**config.mk**
```make
export PLATFORM = sky130hd
export DESIGN_NAME = colour_sensor_reader_flat
export DESIGN_NICKNAME = d
export VERILOG_FILES = /design/src/rtl/mm_sorter_pkg.sv /design/src/rtl/colour_sensor_reader_if.sv /design/src/rtl/freq_gate_counter.sv /design/src/rtl/colour_sensor_reader.sv /design/src/flat_wrapper.sv
export SDC_FILE = /design/constraint.sdc
export NUM_CORES = 1
export LEC_CHECK = 0
export CORE_MARGIN = 4
export CORE_UTILIZATION = 55
export DETAILED_ROUTE_END_ITERATION = 8
export MAX_ROUTING_LAYER = met4
export PLACE_DENSITY = 0.84
export SLEW_MARGIN = 20
export SYNTH_ARGS = -nofsm -noshare
export SYNTH_HDL_FRONTEND = slang
export SYNTH_SLANG_ARGS = --single-unit
```
**constraint.sdc**
```tcl
create_clock -name clk -period 9.1 [get_ports clk]
set_input_delay 1.82 -clock clk [delete_from_list [all_inputs] [get_ports clk]]
set_output_delay 1.82 -clock clk [all_outputs]
set_load 0.01 [all_outputs]
```
**src/rtl/mm_sorter_pkg.sv**
```systemverilog
// Shared definitions for the M&M sorter: colour codes, filter selects and
// the colour reader state encodings.
package mm_sorter_pkg;

    // Colour classification results
    localparam logic [2:0] COL_NONE   = 3'd0;
    localparam logic [2:0] COL_RED    = 3'd1;
    localparam logic [2:0] COL_GREEN  = 3'd2;
    localparam logic [2:0] COL_BLUE   = 3'd3;
    localparam logic [2:0] COL_YELLOW = 3'd4;
    localparam logic [2:0] COL_ORANGE = 3'd5;
    localparam logic [2:0] COL_BROWN  = 3'd6;

    // Sensor filter select codes, {S2,S3}
    localparam logic [1:0] FILT_RED   = 2'b00;
    localparam logic [1:0] FILT_GREEN = 2'b11;
    localparam logic [1:0] FILT_BLUE  = 2'b01;
    localparam logic [1:0] FILT_CLEAR = 2'b10;

    // Top-level measurement sequence
    typedef enum logic [2:0] {
        ST_IDLE,
        ST_SETTLE,
        ST_MEAS_R,
        ST_MEAS_G,
        ST_MEAS_B,
        ST_CLASSIFY,
        ST_DONE
    } state_e;

    // Phases of one frequency measurement
    typedef enum logic [1:0] {
        PH_IDLE,
        PH_GUARD,
        PH_GATE
    } phase_e;

endpackage

```
**src/rtl/colour_sensor_reader_if.sv**
```systemverilog
// Signal bundle between the colour reader and its surroundings (platform 1
// trigger, the sensor itself, the filter selects and platform 2).
interface colour_sensor_reader_if #(parameter int CNT_W = 20);
    import mm_sorter_pkg::*;

    logic             colour_sensor_on;
    logic             sensor_out;
    logic             s2;
    logic             s3;
    logic             busy;
    logic [CNT_W-1:0] red_count;
    logic [CNT_W-1:0] green_count;
    logic [CNT_W-1:0] blue_count;
    logic [2:0]       colour_code;
    logic             colour_valid;
    logic             p2_on;
    state_e           dbg_state;

    // Handshake: colour_valid (and p2_on with it) is a one-cycle pulse with no
    // ready/back-pressure; the consumer must take colour_code and the three
    // counts in the cycle the pulse is high. They then hold until the next
    // pulse. A trigger is accepted only on a 0->1 edge of colour_sensor_on
    // while busy is low.
    modport master (
        input  colour_sensor_on, sensor_out,
        output s2, s3, busy, red_count, green_count, blue_count,
        output colour_code, colour_valid, p2_on, dbg_state
    );

    modport slave (
        output colour_sensor_on, sensor_out,
        input  s2, s3, busy, red_count, green_count, blue_count,
        input  colour_code, colour_valid, p2_on, dbg_state
    );

endinterface

```
**src/rtl/freq_gate_counter.sv**
```systemverilog
// Counts rising edges of an asynchronous square wave over a fixed gate window
// that follows a guard delay. A start pulse (re)arms it from any phase; o_done
// pulses on the last gate cycle with o_count holding the final total.
module freq_gate_counter
    import mm_sorter_pkg::*;
#(
    parameter int GUARD_CYCLES = 5_000,
    parameter int GATE_CYCLES  = 500_000,
    parameter int CNT_W        = 20
) (
    input  logic             clk,
    input  logic             rst_n,
    input  logic             i_sensor,
    input  logic             i_start,
    output logic [CNT_W-1:0] o_count,
    output logic             o_done
);

    localparam int TMR_MAX = (GUARD_CYCLES > GATE_CYCLES) ? GUARD_CYCLES : GATE_CYCLES;
    localparam int TMR_W   = $clog2(TMR_MAX + 1);
    localparam logic [TMR_W-1:0] GUARD_LAST = TMR_W'(GUARD_CYCLES - 1);
    localparam logic [TMR_W-1:0] GATE_LAST  = TMR_W'(GATE_CYCLES - 1);

    logic             r_sync1, r_sync2, r_sync3;
    logic             w_edge;
    phase_e           r_phase, w_phase_nxt;
    logic [TMR_W-1:0] r_tmr, w_tmr_nxt;
    logic [CNT_W-1:0] r_cnt, w_cnt_nxt, w_cnt_inc;

    // Two-flop synchroniser plus one history flop for rising-edge detection
    always_ff @(posedge clk or negedge rst_n) begin
        if (!rst_n) begin
            r_sync1 <= 1'b0;
            r_sync2 <= 1'b0;
            r_sync3 <= 1'b0;
        end else begin
            r_sync1 <= i_sensor;
            r_sync2 <= r_sync1;
            r_sync3 <= r_sync2;
        end
    end

    assign w_edge = r_sync2 & ~r_sync3;

    // Saturating increment; the edge in the final gate cycle is included
    assign w_cnt_inc = (w_edge && (r_cnt != {CNT_W{1'b1}})) ? r_cnt + 1'b1 : r_cnt;
    assign o_count   = w_cnt_inc;

    // Phase register, timer and edge counter
    always_ff @(posedge clk or negedge rst_n) begin
        if (!rst_n) begin
            r_phase <= PH_IDLE;
            r_tmr   <= '0;
            r_cnt   <= '0;
        end else begin
            r_phase <= w_phase_nxt;
            r_tmr   <= w_tmr_nxt;
            r_cnt   <= w_cnt_nxt;
        end
    end

    // Guard then gate sequencing; a start overrides so back-to-back filters chain
    always_comb begin
        w_phase_nxt = r_phase;
        w_tmr_nxt   = r_tmr;
        w_cnt_nxt   = r_cnt;
        o_done      = 1'b0;
        case (r_phase)
            PH_GUARD: begin
                if (r_tmr == GUARD_LAST) begin
                    w_phase_nxt = PH_GATE;
                    w_tmr_nxt   = '0;
                end else begin
                    w_tmr_nxt = r_tmr + 1'b1;
                end
            end
            PH_GATE: begin
                w_cnt_nxt = w_cnt_inc;
                if (r_tmr == GATE_LAST) begin
                    o_done      = 1'b1;
                    w_phase_nxt = PH_IDLE;
                    w_tmr_nxt   = '0;
                    w_cnt_nxt   = '0;
                end else begin
                    w_tmr_nxt = r_tmr + 1'b1;
                end
            end
            default: begin
                w_phase_nxt = PH_IDLE;
            end
        endcase
        if (i_start) begin
            w_phase_nxt = PH_GUARD;
            w_tmr_nxt   = '0;
            w_cnt_nxt   = '0;
        end
    end

endmodule

```
**src/rtl/colour_sensor_reader.sv**
```systemverilog
// Waits for platform 1 to settle after a new M&M arrives, measures the
// sensor through red, green and blue filters, classifies the colour and
// pulses the result onward together with a start for platform 2.
module colour_sensor_reader
    import mm_sorter_pkg::*;
#(
    parameter int SETTLE_CYCLES = 2_500_000,
    parameter int GUARD_CYCLES  = 5_000,
    parameter int GATE_CYCLES   = 500_000,
    parameter int CNT_W         = 20,
    parameter int DARK_THRESH   = 200
) (
    input logic                   clk,
    input logic                   rst_n,
    colour_sensor_reader_if.master bus
);

    localparam int ST_W = $clog2(SETTLE_CYCLES + 1);
    localparam logic [ST_W-1:0] SETTLE_LAST = ST_W'(SETTLE_CYCLES - 1);
    localparam int XW = CNT_W + 2;

    logic             r_on_q, r_on_qq;
    logic             w_trig;
    state_e           r_state, w_state_nxt;
    logic [ST_W-1:0]  r_tmr, w_tmr_nxt;
    logic             w_start;
    logic             w_gate_done;
    logic [CNT_W-1:0] w_gate_count;
    logic [CNT_W-1:0] r_meas_r, r_meas_g, r_meas_b;
    logic [CNT_W-1:0] r_red, r_green, r_blue;
    logic [2:0]       r_code, w_code;
    logic [1:0]       w_filt;
    logic [XW-1:0]    w_r, w_g, w_b, w_max;
    logic [1:0]       w_arg;

    // Register the trigger once and keep one history bit for edge detection
    always_ff @(posedge clk or negedge rst_n) begin
        if (!rst_n) begin
            r_on_q  <= 1'b0;
            r_on_qq <= 1'b0;
        end else begin
            r_on_q  <= bus.colour_sensor_on;
            r_on_qq <= r_on_q;
        end
    end

    assign w_trig = r_on_q & ~r_on_qq;

    freq_gate_counter #(
        .GUARD_CYCLES (GUARD_CYCLES),
        .GATE_CYCLES  (GATE_CYCLES),
        .CNT_W        (CNT_W)
    ) u_gate (
        .clk      (clk),
        .rst_n    (rst_n),
        .i_sensor (bus.sensor_out),
        .i_start  (w_start),
        .o_count  (w_gate_count),
        .o_done   (w_gate_done)
    );

    // State and settle-timer registers
    always_ff @(posedge clk or negedge rst_n) begin
        if (!rst_n) begin
            r_state <= ST_IDLE;
            r_tmr   <= '0;
        end else begin
            r_state <= w_state_nxt;
            r_tmr   <= w_tmr_nxt;
        end
    end

    // Sequence: settle, three filtered measurements, classify, publish
    always_comb begin
        w_state_nxt = r_state;
        w_tmr_nxt   = r_tmr;
        w_start     = 1'b0;
        case (r_state)
            ST_IDLE: begin
                if (w_trig) begin
                    w_state_nxt = ST_SETTLE;
                    w_tmr_nxt   = '0;
                end
            end
            ST_SETTLE: begin
                if (r_tmr == SETTLE_LAST) begin
                    w_state_nxt = ST_MEAS_R;
                    w_tmr_nxt   = '0;
                    w_start     = 1'b1;
                end else begin
                    w_tmr_nxt = r_tmr + 1'b1;
                end
            end
            ST_MEAS_R: begin
                if (w_gate_done) begin
                    w_state_nxt = ST_MEAS_G;
                    w_start     = 1'b1;
                end
            end
            ST_MEAS_G: begin
                if (w_gate_done) begin
                    w_state_nxt = ST_MEAS_B;
                    w_start     = 1'b1;
                end
            end
            ST_MEAS_B: begin
                if (w_gate_done) begin
                    w_state_nxt = ST_CLASSIFY;
                end
            end
            ST_CLASSIFY: begin
                w_state_nxt = ST_DONE;
            end
            ST_DONE: begin
                // A trigger edge here is deliberately dropped
                w_state_nxt = ST_IDLE;
            end
            default: begin
                w_state_nxt = ST_IDLE;
            end
        endcase
    end

    // Capture each gate total; publish all counts with the code when classifying
    always_ff @(posedge clk or negedge rst_n) begin
        if (!rst_n) begin
            r_meas_r <= '0;
            r_meas_g <= '0;
            r_meas_b <= '0;
            r_red    <= '0;
            r_green  <= '0;
            r_blue   <= '0;
            r_code   <= COL_NONE;
        end else begin
            if (w_gate_done && (r_state == ST_MEAS_R)) r_meas_r <= w_gate_count;
            if (w_gate_done && (r_state == ST_MEAS_G)) r_meas_g <= w_gate_count;
            if (w_gate_done && (r_state == ST_MEAS_B)) r_meas_b <= w_gate_count;
            if (r_state == ST_CLASSIFY) begin
                r_red   <= r_meas_r;
                r_green <= r_meas_g;
                r_blue  <= r_meas_b;
                r_code  <= w_code;
            end
        end
    end

    // Colour decision; widened by two bits so 3*max and 4*x cannot overflow
    always_comb begin
        w_r = XW'(r_meas_r);
        w_g = XW'(r_meas_g);
        w_b = XW'(r_meas_b);
        if ((w_r >= w_g) && (w_r >= w_b)) begin
            w_max = w_r;
            w_arg = 2'd0;
        end else if (w_g >= w_b) begin
            w_max = w_g;
            w_arg = 2'd1;
        end else begin
            w_max = w_b;
            w_arg = 2'd2;
        end
        if (w_max < XW'(DARK_THRESH)) begin
            w_code = COL_BROWN;
        end else if (((w_r << 2) >= ((w_max << 1) + w_max)) &&
                     ((w_g << 2) >= ((w_max << 1) + w_max)) &&
                     ((w_b << 1) < w_max)) begin
            w_code = COL_YELLOW;
        end else if ((w_arg == 2'd0) && ((w_g << 1) >= w_r) && ((w_b << 1) < w_r)) begin
            w_code = COL_ORANGE;
        end else if (w_arg == 2'd0) begin
            w_code = COL_RED;
        end else if (w_arg == 2'd1) begin
            w_code = COL_GREEN;
        end else begin
            w_code = COL_BLUE;
        end
    end

    // Filter select follows the state directly so it switches with the state
    always_comb begin
        case (r_state)
            ST_MEAS_G: w_filt = FILT_GREEN;
            ST_MEAS_B: w_filt = FILT_BLUE;
            default:   w_filt = FILT_RED;
        endcase
    end

    assign bus.s2           = w_filt[1];
    assign bus.s3           = w_filt[0];
    assign bus.busy         = (r_state != ST_IDLE);
    assign bus.colour_valid = (r_state == ST_DONE);
    assign bus.p2_on        = (r_state == ST_DONE);
    assign bus.red_count    = r_red;
    assign bus.green_count  = r_green;
    assign bus.blue_count   = r_blue;
    assign bus.colour_code  = r_code;
    assign bus.dbg_state    = r_state;

endmodule

```
**src/flat_wrapper.sv**
```systemverilog
// flat-port wrapper written by rule: the top's interface ports become plain ports
module colour_sensor_reader_flat import mm_sorter_pkg::*;
#(
    parameter int SETTLE_CYCLES = 2_500_000,
    parameter int GUARD_CYCLES  = 5_000,
    parameter int GATE_CYCLES   = 500_000,
    parameter int CNT_W         = 20,
    parameter int DARK_THRESH   = 200
)
  (clk, rst_n, bus_colour_sensor_on, bus_sensor_out, bus_s2, bus_s3, bus_busy, bus_red_count, bus_green_count, bus_blue_count, bus_colour_code, bus_colour_valid, bus_p2_on, bus_dbg_state);
  colour_sensor_reader_if #(.CNT_W(CNT_W)) bus_i ();
  input logic clk;
  input logic rst_n;
  input wire logic [$bits(bus_i.colour_sensor_on)-1:0] bus_colour_sensor_on;
  input wire logic [$bits(bus_i.sensor_out)-1:0] bus_sensor_out;
  output wire logic [$bits(bus_i.s2)-1:0] bus_s2;
  output wire logic [$bits(bus_i.s3)-1:0] bus_s3;
  output wire logic [$bits(bus_i.busy)-1:0] bus_busy;
  output wire logic [$bits(bus_i.red_count)-1:0] bus_red_count;
  output wire logic [$bits(bus_i.green_count)-1:0] bus_green_count;
  output wire logic [$bits(bus_i.blue_count)-1:0] bus_blue_count;
  output wire logic [$bits(bus_i.colour_code)-1:0] bus_colour_code;
  output wire logic [$bits(bus_i.colour_valid)-1:0] bus_colour_valid;
  output wire logic [$bits(bus_i.p2_on)-1:0] bus_p2_on;
  output wire logic [$bits(bus_i.dbg_state)-1:0] bus_dbg_state;
  assign bus_i.colour_sensor_on = bus_colour_sensor_on;
  assign bus_i.sensor_out = bus_sensor_out;
  assign bus_s2 = bus_i.s2;
  assign bus_s3 = bus_i.s3;
  assign bus_busy = bus_i.busy;
  assign bus_red_count = bus_i.red_count;
  assign bus_green_count = bus_i.green_count;
  assign bus_blue_count = bus_i.blue_count;
  assign bus_colour_code = bus_i.colour_code;
  assign bus_colour_valid = bus_i.colour_valid;
  assign bus_p2_on = bus_i.p2_on;
  assign bus_dbg_state = bus_i.dbg_state;
  colour_sensor_reader #(.SETTLE_CYCLES(SETTLE_CYCLES), .GUARD_CYCLES(GUARD_CYCLES), .GATE_CYCLES(GATE_CYCLES), .CNT_W(CNT_W), .DARK_THRESH(DARK_THRESH)) u_core (.clk(clk), .rst_n(rst_n), .bus(bus_i));
endmodule
```
==> impl_metrics.yaml <==
run_status:
  outcome: "complete, no violations"
finish:
  drive_above_1_share: 0.0421
  final_nets: 1814
  areaGrowthSynthToFinish_pct: 12.1
  final_cell_mix: "198 x nand2_1, 194 x dfrtp_1, 183 x ha_1"
  nFillCells: 2073
  design_area_mm2: 0.0151
  final_common_cell: "nand2_1"
  n_antenna_cell: 0
power_and_ir_drop:
  p_leak_nw: 6.93
  cellPowerDensity_mw_per_mm2: 114
  peakVddDrop_v: 0.000120
place:
  gp_congestion: 1.01
  place_ws_ns: 1.81
  place.detailed.hpwl_um: 27400
  place_area_mm2: 0.0145
  numPortBuffers: 74
timing:
  rsz0062_at_grt: "no"
  maxSlewViolCount: 0
  worst_slack_ns: 1.71
  fin_worst_skew_ns: 0.0138
  fin_crit_sh: 0.812
  finalSetupTns_ns: 0
  final.min_clock_period_ns: 7.39
  setup_viol: 0
  tightest_slew_ns: 1.02
  hold_violations: 0
  fmax_mhz: 135
  slew_headroom: 0.317
routing:
  drt-met1-wl_um: 16100
  drt_drc_violations_left: 0
  drt-pass1-iter-count: 7
  wl_met3_um: 2150
  highest_layer: "met4"
  drt-initial-drc-count: 927
  wl_met2_um: 16800
  vias: 11800
  wl_per_cell_um: 18.4
  drt-total-wl_um: 36100
  ant_nets: 0
  via_per_inst: 6.00
cts:
  cts_buffers: 17
  path_clk_slew_ns: 0.07
  cts_root_buf: "clkbuf_16"
  clk_latency_ns: 0.44
  clk_path_buf_depth: 2
  cts_sinks: 194
  cts_resized: 0
  htree_levels: 4
  cts_hold_buf: 0
  cts_setup_buffers: 0
  cts_tree: "built"
synth:
  yosys-top-cells-area: "dfrtp_1 36%, ha_1 17%, o21ai_0 6.3%"
  synth_area_per_cell_um2: 8.57
  ys_seq_elements: 194
  synthFlopType: "dfrtp_1"
  yosys.area.top_type_share: 0.360
  synth_edf_count: 0
  ys_warn_count: 0
  syn_inst: 1573
  netlist-cell-type-count: 80
  ys_async_sr_fraction: 1.00
  yosysSeqAreaShare: 0.360
  synthesis.area_mm2: 0.0135
  syn_nets: 1761
  synth_top_area_cell: "dfrtp_1"
floorplanning:
  die_area_mm2: 0.0271
  die_w_um: 165
  rows: 57
  start_util: 0.556
  core_mm2: 0.0242
  ios: 75
  die_h_um: 165
worst_setup_path:
  cp_slowest_cell: "o21ai_0"
  worstSetupStartpoint: "u_core.r_meas_b[14]$_DFFE_PN0P_"
  start_kind: "flip-flop"
  crit_arrival_ns: 7.74
  r2r-start: "u_core.r_meas_b[14]$_DFFE_PN0P_"
  cp_max_fo: 36
  cp.required_ns: 9.45
  cpPeakStageDelay_ns: 0.55
  endpoint_kind: "flip-flop"
  path_class: "reg -> reg"
global_routing:
  grt_overflow: 0
  grt_pass1_wl_um: 59100
  grt_usage: 0.281
  grt_max_degree: 121
  antenna_found_initial: 0
  grt_pass1_vias: 11300
run:
  cap_violations: 0
hold_path:
  hp-class: "reg -> reg"
  min-delay-start: "u_core.u_gate.r_sync1$_DFF_PN0_"
[synth_stat cells (19+ instances only)]
cell type / number
nand2_1: 198
dfrtp_1: 194
ha_1: 183
o21ai_0: 171
nor2_1: 153
a21oi_1: 144
inv_1: 100
a21o_1: 48
clkbuf_1: 41
nand3_1: 36
nand4_1: 34
xor2_1: 28
nor3_1: 19
[sequential cells by signal, summed over array words and instances (netlist names)]
| name | flops |
|---|---|
| u_core.r_tmr | 22 |
| u_core.bus.blue_count | 20 |
| u_core.bus.green_count | 20 |
| u_core.bus.red_count | 20 |
| u_core.r_meas_b | 20 |
| u_core.r_meas_g | 20 |
| u_core.r_meas_r | 20 |
| u_core.u_gate.r_cnt | 20 |
| u_core.u_gate.r_tmr | 19 |
| u_core.bus.colour_code | 3 |
| u_core.bus.dbg_state | 3 |
| u_core.u_gate.r_phase | 2 |
| u_core.r_on_q | 1 |
| u_core.r_on_qq | 1 |
| u_core.u_gate.r_sync1 | 1 |
| u_core.u_gate.r_sync2 | 1 |
| u_core.u_gate.r_sync3 | 1 |
[worst paths after layout]
check	endpoint	slack [ns]	depth (start not counted)
max	u_core.bus.colour_code[0]$_DFFE_PN0P_	1.71	29
min	u_core.u_gate.r_sync2$_DFF_PN0_	0.38	0
max reg2reg	u_core.bus.colour_code[0]$_DFFE_PN0P_	1.71	29
min reg2reg	u_core.u_gate.r_sync2$_DFF_PN0_	0.38	0
max in group asynchronous	u_core.r_meas_g[18]$_DFFE_PN0P_	6.09	2
min in group asynchronous	u_core.bus.green_count[5]$_DFFE_PN0P_	1.49	1
[metrics by stage]
step / util / power (mW) / hold slack, ns / cells
after floorplan: - / 0.936 / 0.331 / 1573
after CTS: 0.623 / 1.74 / 0.381 / 1963
after global placement: 0.598 / 0.960 / 0.352 / 1931
after detailed placement: 0.598 / 0.964 / 0.364 / 1931
final: 0.623 / 1.72 / 0.378 / 1963
after global routing: 0.623 / 1.78 / 0.392 / 1963
[where the power goes]
part	internal, mW	switching, mW
Combinational	0.0186	0.0322
Sequential	0.877	0.0185
Clock	0.427	0.350
Total	1.32	0.401
[metal layers]
metal,vias to the layer above,track usage
li1,5716,-
met5,-,-
met2,382,0.440
met3,68,0.0369
met1,5613,0.384
met4,0,0.0888
[critical path, delay by kind of cell, from the launching register on]
kind / cells / cell delay [ns]
xor gates and xnor gates: 1 / 0.22
buffers and inverters: 2 / 0.55
adders and majority gates: 3 / 0.88
AOI/OAI and AO/OA: 18 / 4.41
DFF: 1 / 0.40
and+or+nand+nor: 5 / 0.83
[logic make-up (layout without fill, tap and decap cells)]
logic type | count (synthesis) | count (layout) | synth area share
AND/OR/NAND/NOR | 520 | 520 | 0.175
AO/OA/AOI/OAI | 460 | 460 | 0.206
flip-flops | 194 | 194 | 0.360
adder cells (fa/ha/maj) | 185 | 185 | 0.172
buffers and inverters | 151 | 217 | 0.0432
XOR/XNOR | 46 | 46 | 0.0299
multiplexers | 17 | 17 | 0.0135
[layout make-up]
type	instances	area (um2)	share of cell area
Clock inverter	11	138	0.00911
Clock buffer	21	460	0.0305
Multi-Input combinational cell	1228	8050	0.533
Tap cell	324	405	0.0268
Sequential cell	194	4850	0.321
Inverter	101	380	0.0252
Timing Repair Buffer	84	820	0.0542
No activity file was read; power rests on OpenSTA's default activity.
